## src/rtl/fetch_queue_pkg.sv

```systemverilog
// Shared types and constants for the instruction-fetch front end.
package fetch_queue_pkg;

    localparam int                WORD_W = 32;
    localparam logic [WORD_W-1:0] PC_INC = 32'd4;

    typedef enum logic [1:0] {
        FQ_IDLE = 2'd0,
        FQ_REQ  = 2'd1,
        FQ_DROP = 2'd2
    } fq_state_e;

    typedef struct packed {
        logic [WORD_W-1:0] pc;
        logic [WORD_W-1:0] inst;
    } fq_entry_t;

    function automatic logic [WORD_W-1:0] align_word(input logic [WORD_W-1:0] addr);
        return {addr[WORD_W-1:2], 2'b00};
    endfunction

endpackage

```

## src/rtl/fetch_queue_fifo.sv

```systemverilog
// Synchronous FIFO of {pc, inst} entries; flush overrides push and pop.
module fetch_fifo
    import fetch_queue_pkg::*;
#(
    parameter int DEPTH = 4
) (
    input  logic                     clk,
    input  logic                     reset,
    input  logic                     push,
    input  logic                     pop,
    input  logic                     flush,
    input  fq_entry_t                wr_entry,
    output logic                     full,
    output logic                     empty,
    output logic [$clog2(DEPTH):0]   count,
    output fq_entry_t                head
);

    localparam int             AW      = $clog2(DEPTH);
    localparam logic [AW:0]    DEPTH_C = (AW + 1)'(DEPTH);
    localparam logic [AW:0]    CNT_ONE = (AW + 1)'(1);
    localparam logic [AW-1:0]  PTR_ONE = AW'(1);

    fq_entry_t       mem [DEPTH];
    logic [AW-1:0]   wr_ptr;
    logic [AW-1:0]   rd_ptr;
    logic            push_ok;
    logic            pop_ok;

    assign full    = (count == DEPTH_C);
    assign empty   = (count == '0);
    assign push_ok = push & ~full & ~flush;
    assign pop_ok  = pop & ~empty & ~flush;

    always_ff @(posedge clk) begin
        if (reset || flush) begin
            wr_ptr <= '0;
            rd_ptr <= '0;
            count  <= '0;
        end else begin
            if (push_ok) wr_ptr <= wr_ptr + PTR_ONE;
            if (pop_ok)  rd_ptr <= rd_ptr + PTR_ONE;
            unique case ({push_ok, pop_ok})
                2'b10:   count <= count + CNT_ONE;
                2'b01:   count <= count - CNT_ONE;
                default: count <= count;
            endcase
        end
    end

    // NOTE: storage has no reset; the head is forced to zero while empty so stale
    // words are never visible.
    always_ff @(posedge clk) begin
        if (push_ok) mem[wr_ptr] <= wr_entry;
    end

    assign head = empty ? '0 : mem[rd_ptr];

endmodule

```

## src/rtl/fetch_queue.sv

```systemverilog
// Instruction-fetch front end: PC owner, imem request FSM and instruction queue.
module fetch_queue
    import fetch_queue_pkg::*;
#(
    parameter int          DEPTH    = 4,
    parameter logic [31:0] RESET_PC = 32'h0
) (
    input  logic        clk,
    input  logic        reset,
    output logic        imem_req,
    output logic [31:0] imem_addr,
    input  logic        imem_ack,
    input  logic [31:0] imem_rdata,
    input  logic        redirect,
    input  logic [31:0] redirect_pc,
    output logic        inst_valid,
    output logic [31:0] inst,
    output logic [31:0] inst_pc,
    output logic [31:0] inst_pc4,
    input  logic        inst_ready
);

    localparam int            CW      = $clog2(DEPTH) + 1;
    localparam logic [CW-1:0] DEPTH_C = CW'(DEPTH);
    localparam logic [CW-1:0] CNT_ONE = CW'(1);

    fq_state_e     state, state_d;
    logic [31:0]   fetch_pc, fetch_pc_d;
    logic [31:0]   req_addr;
    logic          issue;
    logic          push;
    logic          pop;
    logic          full;
    logic          empty;
    logic [CW-1:0] count;
    logic [CW-1:0] count_after_push;
    fq_entry_t     head;

    assign pop = inst_ready & ~redirect;

    always_comb begin
        state_d          = state;
        fetch_pc_d       = fetch_pc;
        push             = 1'b0;
        count_after_push = count + CNT_ONE - {{(CW-1){1'b0}}, pop & ~empty};
        unique case (state)
            FQ_IDLE: begin
                if (redirect) begin
                    fetch_pc_d = align_word(redirect_pc);
                    state_d    = FQ_REQ;
                end else if (!full) begin
                    state_d = FQ_REQ;
                end
            end
            FQ_REQ: begin
                // A redirect with ack finishes the transfer, so the word is simply not pushed.
                if (redirect) begin
                    fetch_pc_d = align_word(redirect_pc);
                    state_d    = imem_ack ? FQ_REQ : FQ_DROP;
                end else if (imem_ack) begin
                    push       = 1'b1;
                    fetch_pc_d = fetch_pc + PC_INC;
                    state_d    = (count_after_push < DEPTH_C) ? FQ_REQ : FQ_IDLE;
                end
            end
            FQ_DROP: begin
                if (redirect) fetch_pc_d = align_word(redirect_pc);
                if (imem_ack) state_d = FQ_REQ;
            end
            default: state_d = FQ_IDLE;
        endcase
    end

    // A new address is launched only when no transfer remains outstanding.
    assign issue = (state_d == FQ_REQ) && ((state == FQ_IDLE) || imem_ack);

    always_ff @(posedge clk) begin
        if (reset) begin
            state    <= FQ_IDLE;
            fetch_pc <= align_word(RESET_PC);
            req_addr <= align_word(RESET_PC);
        end else begin
            state    <= state_d;
            fetch_pc <= fetch_pc_d;
            if (issue) req_addr <= fetch_pc_d;
        end
    end

    fetch_fifo #(.DEPTH(DEPTH)) u_fifo (
        .clk      (clk),
        .reset    (reset),
        .push     (push),
        .pop      (pop),
        .flush    (redirect),
        .wr_entry ('{pc: fetch_pc, inst: imem_rdata}),
        .full     (full),
        .empty    (empty),
        .count    (count),
        .head     (head)
    );

    assign imem_req   = (state != FQ_IDLE);
    assign imem_addr  = req_addr;
    assign inst_valid = ~empty;
    assign inst       = head.inst;
    assign inst_pc    = head.pc;
    assign inst_pc4   = empty ? '0 : head.pc + PC_INC;

endmodule

```

## config.mk

```make
export PLATFORM = sky130hd
export DESIGN_NAME = fetch_queue
export DESIGN_NICKNAME = d
export VERILOG_FILES = /design/src/rtl/fetch_queue_pkg.sv /design/src/rtl/fetch_queue_fifo.sv /design/src/rtl/fetch_queue.sv
export SDC_FILE = /design/constraint.sdc
export NUM_CORES = 1
export LEC_CHECK = 0
export ABC_AREA = 1
export CORE_UTILIZATION = 56
export DETAILED_ROUTE_END_ITERATION = 8
export HOLD_SLACK_MARGIN = 0.08
export PLACE_DENSITY = 0.89
export REMOVE_ABC_BUFFERS = 1
export SYNTH_ARGS = -nofsm -noshare
export SYNTH_HDL_FRONTEND = slang
export SYNTH_SLANG_ARGS = --single-unit
```

## constraint.sdc

```tcl
create_clock -name clk -period 5.5 [get_ports clk]
set_clock_uncertainty 0.1 [all_clocks]
set_input_delay 0.55 -clock clk [delete_from_list [all_inputs] [get_ports clk]]
set_output_delay 0.55 -clock clk [all_outputs]
set_load 0.02 [all_outputs]
```

== After elaboration in Yosys (flattened, before gate mapping) ==
Memory sizes are Yosys's and may differ from the RTL's. A register that Yosys moved wholly into a read port is not among the register bits.
Index checks and enable logic that the tools add are counted.
Widths: inputs -> output; s select.
Word-level totals
  word-level logic and storage cells: 59
  memory bits (writable): 256
  register bits after elaboration: 73
  memories: 1
  input bits: 69
  output and inout bits: 130
Memories
  u_fifo.mem: words 4, width 64, rd ports 1, clocked after memory_dff 1, wr ports 1, line fetch_queue_fifo.sv:24  | fq_entry_t mem [DEPTH];
Cells by class
  bitwise operators: 8
  multiplexer cells: 22
  order comparisons: 1
  $add $sub $neg: 7
  reductions and logical operators: 8
  eq/ne operators: 6
Operator list (count)
  $mux 32: 4
  $add 32x3->32 const B: 2
  $mux 64: 1
  $pmux 32 s2: 1
  $mux 2: 8
  $eq 2x1->1 const B: 3
  $mux 1: 6
  $pmux 2 s3: 1
  $pmux 3 s2: 1
  $and 1x1->1: 5
  $add 2x1->2 const B: 2
  $eq 2x2->1 const B: 2
  $reduce_bool 2->1: 2
  $add 3x1->3 const B: 1
  $eq 3x3->1 const B: 1
  $logic_not 3->1: 1
  $lt 3x3->1 const B: 1
  $not 1->1: 3
  $sub 3x1->3: 1
  $sub 3x1->3 const B: 1
  $logic_not 2->1: 1
  $logic_or 1x1->1: 2
  $reduce_or 2->1: 1
  $logic_and 1x1->1: 1

== Longest topological paths before layout ==
Gate-level depths: netlist of run 1.
  depth after elaboration: 11
  mapped depth: 17
  gate-level depth less buffers: 16

== Cells and area by module ==
A second synthesis of run 1 with hierarchy kept.
Second synthesis, totals
  cell total of the unflattened synthesis: 1662
  area, all modules: 15322.2 um2
Modules (own cells, without submodules)
  fetch_fifo: times used 1, area an instance 10423.7 um2, cells each 827, seq. area each 7867.5 um2
  fetch_queue: times used 1, area an instance 4898.4 um2, cells each 835, seq. area each 1321.3 um2

== Least setup slack after synthesis of run 1 ==
No wires, ideal clock.
  path type: input to register
  start point: input port imem_ack
  end point: memory u_fifo.mem[0][0] (netlist bit), enable pin
  required time: 4.913 ns
  stages on the path: 5
  slack: 1.030 ns
  arrival time: 3.884 ns
  setup time: 0.487 ns
  path buffers: 1
  cells stage by stage: buf_2 inv_1 nor2_1 nand3_1 nor2_1
Between the ends
  word-level cells in the longest chain between the ends: 7
RTL lines
  start: declaration: line fetch_queue.sv:12  | input logic imem_ack,
  $mux 1: line fetch_queue.sv:60  | end else if (imem_ack) begin
  $mux 1: line fetch_queue.sv:57  | if (redirect) begin
  $mux 1: line fetch_queue.sv:46  | unique case (state)
  $and 1x1->1 (2 in a row): line fetch_queue_fifo.sv:32  | assign push_ok = push & ~full & ~flush;
  $mux 1: line fetch_queue_fifo.sv:54  | if (push_ok) mem[wr_ptr] <= wr_entry;
  $mux 1 (implied by the code): line fetch_queue_fifo.sv:54
  end: declaration: line fetch_queue_fifo.sv:24
Every way passes these cells.

==> reports/metrics.csv, run 1 <==
stage;metric;value;unit
layout;Layout Area Growth over Synthesis;21.7;%
worst_setup_path;number of buffer and inverter instances along the worst setup path;5;
detailed_routing;total via count in the routed design;12900;
synth;EDFF count, synth;256;
timing;Final period util;87.2;%
placement;final weighted congestion of routability-driven global placement;0.969;
floorplan;top-level I/O count;199;
floorplan;number of rows in the core area;60;
timing;highest clock rate;208;MHz
pwr;Pint;4560;uW
min_path;Worst Hold Depth;2;
worst_setup_path;CP max stage cell;buf_4;
worst_setup_path;cell with the most instances on the worst path;nand2_1;
worst_setup_path;highest cell delay on the worst timing path;650;ps
layout;number of filler cells placed in the layout;1929;
worst_setup_path;worst reg2reg path depth;9;
global_route;wire length of the first global-routing pass;63900;microns
pwr;switching power;1440;uW
floorplan;Die ar.;0.0284;sq mm
timing;Rel. slew slack;24.3;%
global_route;vias in the first global route;12300;
cts;TritonCTS buffer count;34;
timing;count of pins over their slew limit;0;
global_route;maximum number of pins on one net before global-route repair;67;
worst_setup_path;ordered cell list for the critical path;buf_4 > buf_4 > nand2_1 > nand3_1 > nand3_1 > nor2_2 > nand2_1 > inv_1 > nand2_1 > nor2_2 > nand2_1 > nand2_1 > nand2_1 > inv_1 > clkdlybuf4s50_1;
synth;proportion of synthesized chip area in sequential cells;59.2;%
cts;CTS Root Cell;clkbuf_16;
worst_setup_path;endpoint class of the critical path;primary output;
placement;PortBufs;196;
detailed_routing;Residual DRC;0;
synth;Cells after Synth;1720;
pwr;total power per unit cell area;317;mW/mm^2
worst_setup_path;Worst EP required;4850;ps
synth;Main synth FF type;edfxtp_1;
worst_setup_path;worst path arrival time;4150;ps
worst_setup_path;type of the setup path with the least slack;reg2out;
timing;clock period minus final worst setup slack;4800;ps
global_route;antenna violations before repair;0;
worst_setup_path;kind of start point of the critical path;flip-flop;
cts;Post-CTS Setup Bufs;0;
timing;fin worst setup slack;703;ps
detailed_routing;drt wl/cell;17.7;microns
layout;Cell Count, Final, Fillers Out;2285;
layout;final design area excluding fillers;0.0189;sq mm
timing;setup-violating endpoint count in the final report;0;
layout;Post-layout nets;1967;
cts;number of buffers inserted by hold repair at cts;0;
synth;mean cell area of the mapped netlist;9.03;sq um
detailed_routing;aggregate routed wire length;40600;microns
worst_setup_path;largest driver fanout on the critical path;66;
floorplan;die width;169;microns
placement;Post-Place Cell Area;0.0177;sq mm
pwr;Leakage Power;0.00721;uW
pwr;worst voltage drop across the vdd grid;0.000239;V
detailed_routing;Starting DRT DRC Count;1592;
worst_setup_path;cell family with the largest share of critical-path delay;buffers and inverters;
job;max-capacitance violation count;0;
floorplan;effective utilization at floorplan;57.3;%
cts;total number of clock tree sinks;331;
global_route;gr ovfl total;0;
detailed_routing;amount of wire on met3 after detailed routing;4460;microns
cts;clock transition at the register clock pins on the worst setup and hold paths after CTS;60;ps
detailed_routing;Detailed Routing Iterations Pass 1;9;
detailed_routing;WL met2;19300;microns
cts;CTS tree;done;
pwr;Sw Share;23.9;%
cts;H-tree levels;2;
timing;Total Neg Setup Slack;0;ps
detailed_routing;Antenna Nets Post-Route;0;
floorplan;placeable core region;0.0271;sq mm
detailed_routing;WL met1;15400;microns
timing;hold slack final;366;ps
synth;netlist area before placement;0.0155;sq mm
global_route;overall routing resource usage;28.9;%
min_path;path class of the lowest-slack min-delay path;reg2reg;
status;status;finished clean;
cts;number of buffers on the longest clock path;3;
timing;Worst Max-Slew Pin Slew;1130;ps
placement;Inst Count DP;2224;
synth;async set-or-reset flop fraction in the synthesized netlist;0;%
synth;number of register bits inferred by synthesis;331;
worst_setup_path;count of cell instances traversed by the critical path;15;
synth;synth warn;0;
pwr;share of total power in sequential cells;47.9;%
floorplan;die span in y;169;microns
pwr;part of the total power dissipated in combinational logic;11.6;%
cts;clock latency of the later-clocked register in the worst-skew pair;510;ps
pwr;relative contribution of the clock network to total power;40.5;%
synth;Cell variety after synth;39;
timing;number of failing hold endpoints at the final stage;0;
layout;most common library cell in the layout ignoring fill and taps;nand2_1;
placement;placement-stage worst setup slack;1350;ps
detailed_routing;top sig layer;met4;
layout;diodes inserted;0;
detailed_routing;routed vias/inst;5.63;
timing;RSZ-0062 raised after global routing;false;
layout;share of final-layout standard cells stronger than drive strength 1;6.74;%
placement;Post-DP HPWL;26100;microns
layout;highest-count cells in the layout ignoring fill and taps;nand2_1, nor2_1, edfxtp_1, clkdlybuf4s50_1, inv_1;
cts;post-cts gate resize count;0;
path summary, 6_finish.rpt:
check	from	endpoint	slack, ps
setup / recovery	flip-flop	inst_pc4[31]	700
hold / removal	imem_addr[4]$_SDFFE_PP0P_	imem_addr[4]$_SDFFE_PP0P_	370
setup reg to reg	state[0]$_SDFF_PP0_	imem_addr[5]$_SDFFE_PP0P_	1990
hold reg to reg	imem_addr[4]$_SDFFE_PP0P_	imem_addr[4]$_SDFFE_PP0P_	370
tightest hold or removal path: cells and delay by family (launching register included):
family	cells	cell delay, ps
compound gates	1	50
flops	1	310
simple gates	1	60
cell families (layout without fill, tap and decap cells):
group | count (synthesis) | after routing | share of synthesized area [%]
buffers and inverters | 243 | 436 | 6.77
AND/OR/NAND/NOR | 883 | 883 | 24.2
XOR/XNOR | 19 | 19 | 1.07
AO/OA/AOI/OAI | 234 | 234 | 8.04
adder cells (fa/ha/maj) | 10 | 10 | 0.805
flip-flops | 331 | 331 | 59.2
synthesized netlist by cell type (15+ instances only):
cell / instances / area share, %
a21oi_1: 84 / 2.7
buf_2: 22 / 0.71
clkbuf_1: 31 / 0.75
dfxtp_1: 75 / 9.7
edfxtp_1: 256 / 49
inv_1: 156 / 3.8
nand2_1: 346 / 8.4
nand3_1: 148 / 4.8
nand4_1: 15 / 0.60
nor2_1: 313 / 7.6
nor2_2: 22 / 0.89
o21ai_0: 115 / 3.7
o22ai_1: 18 / 0.72
xor2_1: 16 / 0.90
final cells by class:
cell class | instances | area (sq um) | share of cell area (%)
flip-flops and latches | 331 | 9190 | 48.6
clock buffers | 43 | 948 | 5.02
repair buffers | 212 | 2120 | 11.2
clock inverters | 18 | 243 | 1.28
multi-input cells | 1146 | 5320 | 28.2
inverters | 163 | 616 | 3.26
well taps | 372 | 465 | 2.46
power groups by stage:
stage,registers [uW],clock network (uW),logic (uW)
floorplan,2940,0,328
global placement,2910,0,669
detailed placement,2920,0,685
CTS,2870,2460,692
global route,2880,2570,756
finish,2870,2430,697
per-layer routing:
metal	global-route usage [%]	up-vias
met1	37.4	5896
li1	-	6053
met5	0	-
met2	48.0	793
met3	5.54	124
met4	11.3	0
sequential cells by signal, indices dropped and copies added (netlist names), named ones only:
signal / count
u_fifo.mem: 256
u_fifo.wr_ptr: 2
state: 2
u_fifo.count: 3
fetch_pc: 32
imem_addr: 32
u_fifo.rd_ptr: 2
per-stage QoR:
step	total power, uW	util [%]
2_1_floorplan	3270	-
3_3_place_gp	3580	65.4
3_5_place_dp	3610	65.4
4_1_cts	6020	69.8
5_1_grt	6210	69.8
6_report	6000	69.8
No activity file was read; power rests on OpenSTA's default activity.
==> run 2: changes to the inputs <==
--- a/config.mk
+++ b/config.mk
@@ -6,10 +6,12 @@
 export NUM_CORES = 1
 export LEC_CHECK = 0
 export ABC_AREA = 1
-export CORE_UTILIZATION = 56
+export CELL_PAD_IN_SITES_DETAIL_PLACEMENT = 2
+export CELL_PAD_IN_SITES_GLOBAL_PLACEMENT = 2
+export CORE_UTILIZATION = 34
 export DETAILED_ROUTE_END_ITERATION = 8
 export HOLD_SLACK_MARGIN = 0.08
-export PLACE_DENSITY = 0.89
+export PLACE_DENSITY = 0.87
 export REMOVE_ABC_BUFFERS = 1
 export SYNTH_ARGS = -nofsm -noshare
 export SYNTH_HDL_FRONTEND = slang
==> reports/metrics.csv, run 2 (synthesis results as in run 1) <==
stage;metric;value;unit
worst_setup_path;ordered cell list for the critical path;buf_4 > nand2_1 > nand3_1 > nand3_1 > nor2_1 > nand2_1 > nor2_2 > nand2_1 > nor2_1 > nor2_1 > nor2_1 > clkdlybuf4s50_1;
detailed_routing;Antenna Nets Post-Route;0;
layout;register cell area after layout;0.00919;sq mm
pwr;share of total power in sequential cells;47.1;%
detailed_routing;Detailed Routing Iterations Pass 1;5;
placement;Post-Place Cell Area;0.0180;sq mm
worst_setup_path;type of the setup path with the least slack;reg2out;
global_route;antenna violations before repair;0;
layout;final design area excluding fillers;0.0192;sq mm
worst_setup_path;cell with the most instances on the worst path;nor2_1;
worst_setup_path;worst reg2reg path depth;9;
floorplan;effective utilization at floorplan;34.8;%
timing;Rel. slew slack;20.5;%
layout;highest-count cells in the layout ignoring fill and taps;nand2_1, nor2_1, edfxtp_1, clkdlybuf4s50_1, inv_1;
job;max-capacitance violation count;0;
placement;Post-DP HPWL;37900;microns
detailed_routing;routed vias/inst;5.21;
timing;Final period util;92.5;%
pwr;total power per unit cell area;319;mW/mm^2
global_route;wire length of the first global-routing pass;85700;microns
detailed_routing;total via count in the routed design;13100;
detailed_routing;WL met1;23600;microns
min_path;path class of the lowest-slack min-delay path;reg2reg;
timing;number of failing hold endpoints at the final stage;0;
placement;PortBufs;196;
layout;number of filler cells placed in the layout;4850;
layout;Multi-input gate area;0.00532;sq mm
worst_setup_path;CP max stage cell;buf_4;
layout;Layout Area Growth over Synthesis;23.8;%
layout;share of final-layout standard cells stronger than drive strength 1;6.72;%
status;status;finished clean;
floorplan;Die ar.;0.0465;sq mm
detailed_routing;amount of wire on met3 after detailed routing;2430;microns
placement;final weighted congestion of routability-driven global placement;0.827;
cts;H-tree levels;2;
layout;diodes inserted;0;
pwr;worst voltage drop across the vdd grid;0.000164;V
worst_setup_path;largest driver fanout on the critical path;96;
cts;clock latency of the later-clocked register in the worst-skew pair;560;ps
detailed_routing;Starting DRT DRC Count;680;
global_route;vias in the first global route;14500;
layout;Post-layout nets;1972;
pwr;Leakage Power;0.00723;uW
pwr;Sw Share;25.9;%
timing;count of pins over their slew limit;0;
cts;CTS Root Cell;clkbuf_16;
timing;fin worst setup slack;412;ps
cts;CTS tree;done;
floorplan;placeable core region;0.0446;sq mm
cts;TritonCTS buffer count;38;
placement;placement-stage worst setup slack;1070;ps
worst_setup_path;highest cell delay on the worst timing path;870;ps
cts;number of buffers on the longest clock path;3;
layout;most common library cell in the layout ignoring fill and taps;nand2_1;
detailed_routing;aggregate routed wire length;56400;microns
timing;highest clock rate;197;MHz
pwr;Pint;4540;uW
layout;register with the most flip-flops;u_fifo.mem;
timing;setup-violating endpoint count in the final report;0;
cts;post-cts gate resize count;0;
timing;Worst Max-Slew Pin Slew;1190;ps
worst_setup_path;worst path arrival time;4440;ps
worst_setup_path;kind of start point of the critical path;flip-flop;
worst_setup_path;Worst EP required;4850;ps
detailed_routing;top sig layer;met4;
worst_setup_path;origin of the critical flop-to-flop path;state[0]$_SDFF_PP0_;
detailed_routing;drt wl/cell;22.4;microns
floorplan;top-level I/O count;199;
layout;Largest register FFs;256;
floorplan;die span in y;216;microns
floorplan;die width;216;microns
cts;Post-CTS Setup Bufs;0;
worst_setup_path;register-to-register setup slack;1620;ps
pwr;switching power;1590;uW
cts;total number of clock tree sinks;331;
global_route;gr ovfl total;0;
floorplan;number of rows in the core area;77;
detailed_routing;Residual DRC;0;
worst_setup_path;endpoint of the worst-slack reg-to-reg timing path;imem_addr[8]$_SDFFE_PP0P_;
timing;clock period minus final worst setup slack;5090;ps
detailed_routing;WL met2;28900;microns
cts;number of buffers inserted by hold repair at cts;0;
pwr;relative contribution of the clock network to total power;40.9;%
pwr;part of the total power dissipated in combinational logic;12.0;%
worst_setup_path;endpoint class of the critical path;primary output;
global_route;overall routing resource usage;24.1;%
cts;clock transition at the register clock pins on the worst setup and hold paths after CTS;60;ps
timing;RSZ-0062 raised after global routing;false;
worst_setup_path;worst setup path endpoint;inst_pc4[29];
global_route;maximum number of pins on one net before global-route repair;97;
==> run 2: per-layer routing <==
| metal | up-vias | GRT usage, % |
|---|---|---|
| met1 | 6655 | 29.6 |
| met3 | 77 | 3.82 |
| li1 | 6068 | - |
| met2 | 282 | 43.4 |
| met4 | 0 | 7.00 |
| met5 | - | 0 |
==> run 2: stage by stage <==
stage               TNS, ps  std cells  hold slack [ps]  total power [uW]  utilization (%)
floorplan             -8990       1640              333              3270                -
global placement          0       2445              340              3620             40.4
detailed placement        0       2445              368              3670             40.4
CTS                       0       2512              378              6200             43.1
global route              0       2512              398              6340             43.1
finish                    0       2512              370              6130             43.1
==> run 2: critical path: cells and delay by family (launching register included) <==
| kind | cells | cell delay [ps] |
|---|---|---|
| buffers and inverters | 2 | 1510 |
| flip-flops | 1 | 600 |
| AND/OR/NAND/NOR | 10 | 1580 |
==> run 2: worst min path at each step <==
stage	start	endpoint	slack [ps]	cells past startpoint
floorplan	u_fifo.rd_ptr[1]$_SDFFE_PP0P_	flip-flop	330	2
global placement	u_fifo.rd_ptr[1]$_SDFFE_PP0P_	flip-flop	340	2
detailed placement	imem_addr[9]$_SDFFE_PP0P_	imem_addr[9]$_SDFFE_PP0P_	370	2
CTS	imem_addr[9]$_SDFFE_PP0P_	imem_addr[9]$_SDFFE_PP0P_	380	2
global route	imem_addr[9]$_SDFFE_PP0P_	imem_addr[9]$_SDFFE_PP0P_	400	2
finish	imem_addr[9]$_SDFFE_PP0P_	imem_addr[9]$_SDFFE_PP0P_	370	2
==> run 2: power by group through the flow <==
stage                     Sequential, uW  Clock (uW)  Combinational (uW)
after detailed placement            2940           0                 737
after floorplan                     2940           0                 328
final                               2890        2510                 737
after CTS                           2890        2560                 746
after global routing                2900        2650                 797
after global placement              2920           0                 701
==> run 2: final cells by class <==
type | instances | area share (%)
Sequential cell | 331 | 47.8
Multi-Input combinational cell | 1146 | 27.7
Timing Repair Buffer | 213 | 11.1
Clock buffer | 59 | 5.75
Tap cell | 592 | 3.85
Inverter | 163 | 3.20
Clock inverter | 8 | 0.553
==> RTL change (config.mk and constraints of run 2) <==
`DEPTH` is set to 4 in 2 places; all go to 8.
--- a/src/rtl/fetch_queue_fifo.sv
+++ b/src/rtl/fetch_queue_fifo.sv
@@ -4,3 +4,3 @@
 #(
-    parameter int DEPTH = 4
+    parameter int DEPTH = 8
 ) (
--- a/src/rtl/fetch_queue.sv
+++ b/src/rtl/fetch_queue.sv
@@ -4,3 +4,3 @@
 #(
-    parameter int          DEPTH    = 4,
+    parameter int          DEPTH    = 8,
     parameter logic [31:0] RESET_PC = 32'h0
Function: no difference found for any inputs over 4 cycles, from zero or initial values and one cycle with reset high; that may be too few to reach the edited logic, so the function may still have changed.
==> RTL change against run 2 <==
  * Worst setup slack improved by 0.11 ns
  * Total power rose by 70%
  * Largest cell class unchanged
  * Wire length grew 71%
  * Sequential cell count grew 260
  * Die area up 73%
  * Area after synthesis is 74% higher
  * Design area up 68%
  * First-iteration DRC count increased by 96%
  * Count of clock-buffer cells in the layout grew 32
==> RTL change: results (changes against run 2) <==
| Metric | Value |
|---|---|
| Top cells by area, synth | `edfxtp_1, nand2_1, dfxtp_1, nor2_1, inv_1 (was edfxtp_1, dfxtp_1, nand2_1, nor2_1, nand3_1)` |
| H-tree depth | `3 (was 2)` |
| Fraction of registers with async set/reset | `0% (unchanged)` |
| Final Non-Filler Cells | `4,131 (was 2,512)` |
| Slew headroom | `27.57% (was 20.47%)` |
| Most frequent cells after synthesis | `nand2_1, edfxtp_1, nor2_1, inv_1, nand3_1 (was nand2_1, nor2_1, edfxtp_1, inv_1, nand3_1)` |
| First-pass GRT wire length | `145,800 um (was 85,710 um)` |
| Top FF cell, synth | `edfxtp_1 (unchanged)` |
| DP HPWL | `60,420 um (was 37,910 um)` |
| Critical Path Fanout Max | `54 (was 96)` |
| Gr usage total | `23.68% (was 24.14%)` |
| Distinct cells, synth | `42 (was 39)` |
| First-pass iteration count of the detailed router | `5 (unchanged)` |
| Initial detailed-routing violation count | `1,336 (was 680)` |
| Synth Area per Inst | `9.484 um2 (was 9.031 um2)` |
| Drt total wl | `96,250 um (was 56,360 um)` |
| Clock-pin slew on the worst setup and hold paths | `0.06 ns (about the same)` |
| RePlAce Congestion | `0.8315 (was 0.8273)` |
| Leak pwr | `12.71 nW (was 7.230 nW)` |
| Multi-input logic area | `7975 um2 (was 5324 um2)` |
| Post-synthesis sequential area ratio | `62.67% (was 59.15%)` |
| Worst Hold Class | `register to register (unchanged)` |
| Post-synth EDFFs | `512 (was 256)` |
| Largest net degree at the start of global routing | `85 (was 97)` |
| Post-cts sizing count | `0 (unchanged)` |
| Post-CTS Setup Bufs | `0 (unchanged)` |
| DR vias | `21,540 (was 13,080)` |
| Max Buffers Root-to-Sink | `3 (unchanged)` |
| Number of global-route vias before repair | `24,210 (was 14,460)` |
| Outcome | `finished clean (unchanged)` |
| Dpl cell area | `30,050 um2 (was 18,010 um2)` |
| Biggest register | `u_fifo.mem (unchanged)` |
| Fillcell total | `8,594 (was 4,850)` |
| Cts bufs inserted | `70 (was 38)` |
| # placed instances | `4,002 (was 2,445)` |
| Clock latency on the worst-skew pair | `0.61 ns (was 0.56 ns)` |
| Layout cells sized above 1 | `7.567% (was 6.719%)` |
| Port bufs | `196 (unchanged)` |
| Initial antenna violation count | `1 (was 0)` |
| Largest register FFs | `512 (was 256)` |
| Nets | `3,100 (was 1,972)` |
| Worst endpoint data arrival time | `4.33 ns (was 4.44 ns)` |
| Clk root buf | `clkbuf_16 (unchanged)` |
| Synth warn | `0 (unchanged)` |
| Peak VDD IR | `0.2237 mV (was 0.1636 mV)` |
RTL change: cell count changes in the layout (fill, tap and decap cells not counted), sizes merged, moves of 26 or more:
cell    before  now
nor2       340  422
o21ai      116  219
a21oi       85   38
nand3      157  235
nand2      349  625
inv        164  386
edfxtp     256  512
o22ai       18   48
buf         17   43
clkbuf      59   91
a31oi        5   43
RTL change: kinds of logic (layout without fill, tap and decap cells):
family,after synthesis,after routing,synth area share (%)
other cells,0,2,0
buf+inv,524,750,8.064
xor+xnor,17,17,0.5503
fa+ha+maj,7,7,0.3237
compound gates,368,368,7.440
simple gates,1346,1346,20.96
flops,591,591,62.67
RTL change: worst paths after layout:
path                                               startpoint                    endpoint  slack [ns]  depth (start not counted)
worst max-delay path             u_fifo.count[0]$_SDFFE_PP0P_                inst_pc4[21]        0.52                         15
worst min-delay path            u_fifo.rd_ptr[2]$_SDFFE_PP0P_                    register        0.38                          2
worst max register to register   u_fifo.count[0]$_SDFFE_PP0P_  imem_addr[10]$_SDFFE_PP0P_        1.46                         17
worst min register to register  u_fifo.rd_ptr[2]$_SDFFE_PP0P_                    register        0.38                          2
RTL change: final cells by class:
type / count / area share (%)
Tap cell: 1050 / 4.072
Inverter: 384 / 4.495
Sequential cell: 591 / 52.58
Clock inverter: 36 / 0.7950
Clock buffer: 91 / 6.053
Multi-Input combinational cell: 1738 / 24.72
Antenna cell: 2 / 0.01551
Timing Repair Buffer: 239 / 7.275
RTL change: power by group:
part,internal (mW),switching (mW)
sequential,4.96,0.119
combinational,0.294,0.524
clock,2.61,1.91
RTL change: layer usage:
metal	track usage (%)	routed length (um)	up-vias
li1	-	-	9795
met3	3.026	3959	169
met4	7.997	2565	0
met2	42.87	49530	531
met1	28.89	40200	11050
met5	0	0	-
RTL change: worst max-delay path, cell delays in order (launching register included):
cell and delay [ns]:
dfxtp_1 0.40, inv_1 0.11, ha_1 0.23, inv_1 0.07, nor2_2 0.06, nand2_4 0.25, buf_4 0.57, nand2_1 0.30
nor2_2 0.23, nand2_2 0.10, nor2_4 0.31, nand3_1 0.13, nand2_1 0.09, nand2_1 0.11, inv_1 0.08, clkdlybuf4s50_1 0.61
RTL change: through the flow:
| stage | setup WS, ns | hold slack, ns |
|---|---|---|
| floorplan | -3.781 | 0.3334 |
| global placement | 1.323 | 0.3498 |
| detailed placement | 1.195 | 0.3785 |
| CTS | 0.5067 | 0.3813 |
| global route | 0.2790 | 0.4062 |
| finish | 0.5172 | 0.3792 |
